$ cat src/rtl/y86_run_ctrl.sv
// Run controller for a Y86 SEQ core: program load, free run, single step,
// breakpoint pause, watchdog and status-driven halt. cpu_en gates all core commits.
module y86_run_ctrl #(
   parameter logic [63:0] RESET_PC   = 64'h0,
   parameter logic [31:0] WDOG_LIMIT = 32'd0
) (
   input  logic        clk,
   input  logic        rst_n,
   input  logic        start,
   input  logic        step,
   input  logic        stop,
   input  logic [1:0]  stat,
   input  logic [63:0] pc,
   input  logic        bp_en,
   input  logic [63:0] bp_addr,
   output logic        cpu_en,
   output logic        pc_load,
   output logic [63:0] pc_init,
   output logic [2:0]  ctrl_state,
   output logic        busy,
   output logic        done,
   output logic [1:0]  final_stat,
   output logic        bp_hit,
   output logic        wdog,
   output logic [31:0] cycle_count
);

   typedef enum logic [2:0] {
      StIdle  = 3'd0,
      StLoad  = 3'd1,
      StRun   = 3'd2,
      StStep  = 3'd3,
      StPause = 3'd4,
      StHalt  = 3'd5
   } state_e;

   state_e      state_q, state_d;
   logic [31:0] cycle_count_q, cycle_count_d;
   logic [1:0]  final_stat_q, final_stat_d;
   logic        bp_hit_q, bp_hit_d;
   logic        wdog_q, wdog_d;
   logic        bp_skip_q, bp_skip_d;

   logic stat_ok;
   logic wdog_expired;
   logic bp_match;

   assign stat_ok      = (stat == 2'b00);
   assign wdog_expired = (WDOG_LIMIT != 32'd0) && (cycle_count_q == WDOG_LIMIT);
   // bp_skip lets a resumed run step past the breakpoint it stopped on
   assign bp_match     = bp_en && (pc == bp_addr) && !bp_skip_q;

   // Next-state, flag updates and the commit enable; exit checks in priority order
   always_comb begin
      state_d       = state_q;
      final_stat_d  = final_stat_q;
      bp_hit_d      = bp_hit_q;
      wdog_d        = wdog_q;
      bp_skip_d     = bp_skip_q;
      cpu_en        = 1'b0;
      cycle_count_d = cycle_count_q;
      case (state_q)
         StIdle: begin
            if (start) state_d = StLoad;
         end
         StLoad: begin
            state_d   = StRun;
            bp_hit_d  = 1'b0;
            wdog_d    = 1'b0;
            bp_skip_d = 1'b1;
         end
         StRun: begin
            if (!stat_ok) begin
               state_d      = StHalt;
               final_stat_d = stat;
            end else if (wdog_expired) begin
               state_d      = StHalt;
               wdog_d       = 1'b1;
               final_stat_d = stat;
            end else if (bp_match) begin
               state_d  = StPause;
               bp_hit_d = 1'b1;
            end else if (stop) begin
               state_d  = StPause;
               bp_hit_d = 1'b0;
            end else begin
               cpu_en    = 1'b1;
               bp_skip_d = 1'b0;
            end
         end
         StStep: begin
            if (stat_ok) begin
               cpu_en  = 1'b1;
               state_d = StPause;
            end else begin
               state_d      = StHalt;
               final_stat_d = stat;
            end
         end
         StPause: begin
            if (start) begin
               state_d   = StRun;
               bp_skip_d = 1'b1;
               bp_hit_d  = 1'b0;
            end else if (step) begin
               state_d  = StStep;
               bp_hit_d = 1'b0;
            end
         end
         StHalt: begin
            if (start) state_d = StLoad;
         end
         default: state_d = StIdle;
      endcase

      // Saturating count of committed cycles; cleared at program load
      if (state_q == StLoad) begin
         cycle_count_d = 32'd0;
      end else if (cpu_en && !(&cycle_count_q)) begin
         cycle_count_d = cycle_count_q + 32'd1;
      end
   end

   // State and flag registers
   always_ff @(posedge clk or negedge rst_n) begin
      if (!rst_n) begin
         state_q       <= StIdle;
         cycle_count_q <= 32'd0;
         final_stat_q  <= 2'b00;
         bp_hit_q      <= 1'b0;
         wdog_q        <= 1'b0;
         bp_skip_q     <= 1'b0;
      end else begin
         state_q       <= state_d;
         cycle_count_q <= cycle_count_d;
         final_stat_q  <= final_stat_d;
         bp_hit_q      <= bp_hit_d;
         wdog_q        <= wdog_d;
         bp_skip_q     <= bp_skip_d;
      end
   end

   assign pc_load     = (state_q == StLoad);
   assign pc_init     = RESET_PC;
   assign ctrl_state  = state_q;
   assign busy        = (state_q == StLoad) || (state_q == StRun) || (state_q == StStep);
   assign done        = (state_q == StHalt);
   assign final_stat  = final_stat_q;
   assign bp_hit      = bp_hit_q;
   assign wdog        = wdog_q;
   assign cycle_count = cycle_count_q;

endmodule

$ cat config.mk
export PLATFORM = sky130hd
export DESIGN_NAME = y86_run_ctrl
export DESIGN_NICKNAME = d
export VERILOG_FILES = /design/src/rtl/y86_run_ctrl.sv
export SDC_FILE = /design/constraint.sdc
export NUM_CORES = 1
export LEC_CHECK = 0
export CAP_MARGIN = 10
export CELL_PAD_IN_SITES_DETAIL_PLACEMENT = 0
export CELL_PAD_IN_SITES_GLOBAL_PLACEMENT = 1
export CORE_MARGIN = 8
export CORE_UTILIZATION = 25
export CTS_CLUSTER_SIZE = 40
export DETAILED_ROUTE_END_ITERATION = 10
export GPL_ROUTABILITY_DRIVEN = 0
export PLACE_DENSITY = 0.84
export SETUP_SLACK_MARGIN = 0.5
export SLEW_MARGIN = 20
export SYNTH_ARGS = -nofsm -noshare
export SYNTH_HDL_FRONTEND = slang
export SYNTH_SLANG_ARGS = --single-unit
$ cat constraint.sdc
create_clock -name clk -period 3.5 [get_ports clk]
set_clock_uncertainty 0.15 [all_clocks]
set_input_delay 0.35 -clock clk [delete_from_list [all_inputs] [get_ports clk]]
set_output_delay 0.35 -clock clk [all_outputs]
set_load 0.1 [all_outputs]
==> reports/qor.yml <==
status:
  status: "complete, no violations"
finish:
  final_common_cell: "clkdlybuf4s50_1"
  mostFrequentLayoutCells: "clkdlybuf4s50_1, conb_1, xnor2_1, dfrtp_1, nand2_1"
  area_growth_pct: 52.9
  fin_util: 0.391
  antenna_cells: 0
  finalNetCount: 723
  fill_cells: 1390
  drive_above_1_share: 0.102
  fin_cells: 767
power_and_ir_drop:
  intPower_uw: 1130
  leakage_uw: 0.00204
  seqPwrFrac: 0.234
  p_comb_frac: 0.568
  vdd_ir_drop_max_mv: 0.293
  switchingPower_uw: 1220
  powerDensity_nw_per_um2: 433
  pwr-share-clk: 0.198
  netSwitchingFraction: 0.518
place:
  port_buffers: 177
  place_inst: 759
  dpl.hpwl_um: 10600
detailed_routing:
  drc: 0
  num_vias: 3497
  vias_per_cell: 4.56
  dr.pass1.iters: 6
  initialDrtViolationCount: 174
  ant_nets: 0
  wire_per_inst_um: 16.8
  routed_wl_um: 12900
worst_setup_path:
  reg2reg_to: "cycle_count[7]"
  r2r-start: "cycle_count[7]"
  cp-start-kind: "input port"
  critical_path.endpoint_type: "output pin"
  crit_slowest_cell: "clkdlybuf4s50_1"
  worstSetupPathType: "in -> out"
  reg2reg_depth: 8
  crit_start: "pc[3]"
  crit_required_ns: 3.00
  crit_arrival_ns: 2.47
  reg2reg_slack_ns: 0.62
  crit_chain: "clkdlybuf4s50_1 > nor2b_1 > a2111o_1 > a2111oi_1 > nand4_1 > o21bai_1 > buf_4 > a21oi_4 > buf_12"
  cp_max_fo: 5
  endpoint: "cpu_en"
  critical-path-max-stage-delay_ns: 0.41
die:
  start_util: 0.255
  die_x_um: 135
  ios: 243
  die_area_um2: 18300
  dieHeight_um: 135
  num_rows: 43
  coreArea_um2: 13900
clocking:
  h-tree-depth: 2
  postCtsHoldBufs: 0
  cts.sink_count: 39
  clockBufferDepth: 2
  path_clk_slew_ns: 0.06
  numCtsBuffers: 5
  cts_tree: "done"
  cts_post_setup_buffers_inserted: 0
  clockRootBuffer: "clkbuf_16"
  clock_latency_ns: 0.28
sta:
  timing.final.crit_share: 0.849
  setup_tns_ns: 0
  rsz0062_at_grt: "true"
  worstMarginPinSlew_ns: 1.05
  worst_hold_slack_ns: 0.0540
  setup_viol: 0
  drv_slew: 0
  maxSlewHeadroom: 0.299
  final-hold-violation-count: 0
  fin_crit_ns: 2.97
  fmax_mhz: 336
yosys:
  synth-seq-cells: 39
  synth_cell_types: 58
  yosysSeqAreaShare: 0.275
  synth_largest_area_cell: "dfrtp_1"
  synth.avg_cell_area_um2: 8.63
  synthesis.area_um2: 3550
  synth_top_area_frac: 0.275
  synthArstFlopShare: 1.00
  synthFlopType: "dfrtp_1"
  synth_edf_count: 0
  yosysWarningCount: 0
  synth_cells: 411
  synthTopCellsByArea: "dfrtp_1, buf_4, xnor2_1, nand4_1, nand2_1"
grt:
  overflow: 0
  grt_pass1_vias: 3611
  grt.total_usage: 0.133
  antenna_found_initial: 0
  grt_start_max_net_pins: 40
  grt_pass1_wl_um: 19800
hold_path:
  hp-class: "in -> async"
job:
  cap_violations: 0
power groups by stage:
stage / sequential (µW) / combinational (µW) / clock, µW
5_1_grt: 553 / 1390 / 494
4_1_cts: 548 / 1330 / 473
3_5_place_dp: 556 / 1330 / 0
2_1_floorplan: 785 / 777 / 0
3_3_place_gp: 552 / 1320 / 0
6_report: 548 / 1330 / 464
worst min path at each step:
stage | slack [ns] | end | cells past startpoint
6_report | 0.05 | cycle_count[7] | 1
4_1_cts | 0.09 | cycle_count[11] | 1
3_5_place_dp | 0.32 | final_stat[1] | 2
2_1_floorplan | -0.1 | bp_hit | 0
3_3_place_gp | 0.31 | final_stat[1] | 2
5_1_grt | 0.13 | cycle_count[7] | 1
per-stage QoR:
stage | setup WS [ns] | power (µW) | cell area, µm²
finish | 0.527 | 2350 | 5420
floorplan | 0.496 | 1560 | 3830
global route | 0.376 | 2440 | 5420
CTS | 0.498 | 2350 | 5410
global placement | 0.261 | 1870 | 5250
detailed placement | 0.198 | 1880 | 5250
kinds of logic (layout without fill, tap and decap cells):
kind of cell,count (synthesis),in the layout,share of synthesized area
AO/OA/AOI/OAI,84,84,0.180
XOR/XNOR,51,51,0.126
AND/OR/NAND/NOR,134,134,0.218
buffers and inverters,100,212,0.194
adder cells (fa/ha/maj),1,1,0.00353
other,1,65,0.00106
multiplexers,1,1,0.00282
flip-flops,39,39,0.275
layer usage:
layer  global-route usage  up-vias  routed length, µm
met5                    0        -                  0
met4               0.0148        0                 57
met3               0.0498        7               1350
met2                0.244      165               6580
met1                0.145     1628               4880
li1                     -     1697                  -
sequential cells by signal, indices dropped and copies added, names as in the netlist:
| name | count |
|---|---|
| ctrl_state | 3 |
| cycle_count | 32 |
| bp_hit | 1 |
| final_stat | 2 |
| bp_skip_q | 1 |
what timing repair did:
item,in CTS,in global routing
pin swaps,0,2
resized for setup,1,2
gates cloned,0,0
endpoints found under the setup margin,1,25
layout make-up:
cell class	instances	area [µm²]	share of cell area
Timing Repair Buffer	182	1810	0.335
Sequential cell	39	991	0.183
Tap cell	180	225	0.0415
Clock inverter	1	5.00	0.000923
Clock buffer	7	143	0.0263
Inverter	22	82.6	0.0152
Multi-Input combinational cell	336	2160	0.399
synth_stat cells (all sizes together) (2+ instances only):
cell type and number:
buf 73, xnor2 48, dfrtp 39, nand2 26, a21oi 25, inv 21, nand4 20, nand3 13
nor2 13, o21ai 12, or3 12, nand2b 9, o31ai 9, or4 9, nor2b 6, nor3 6
o22ai 6, o41ai 6, clkbuf 5, nor4 5, and3 4, nand3b 4, a2111oi 3, a211o 3
a22o 3, o211ai 3, o311ai 3, or2 3, xor2 3, o2111ai 2, o21a 2, o31a 2
or4b 2
worst max-delay path, delay by kind of cell:
| family | cells | cell delay [ns] |
|---|---|---|
| AND/OR/NAND/NOR | 2 | 0.35 |
| AO/OA/AOI/OAI | 4 | 1.00 |
| buffers and inverters | 3 | 0.77 |
(Power assumes the default switching activity.)
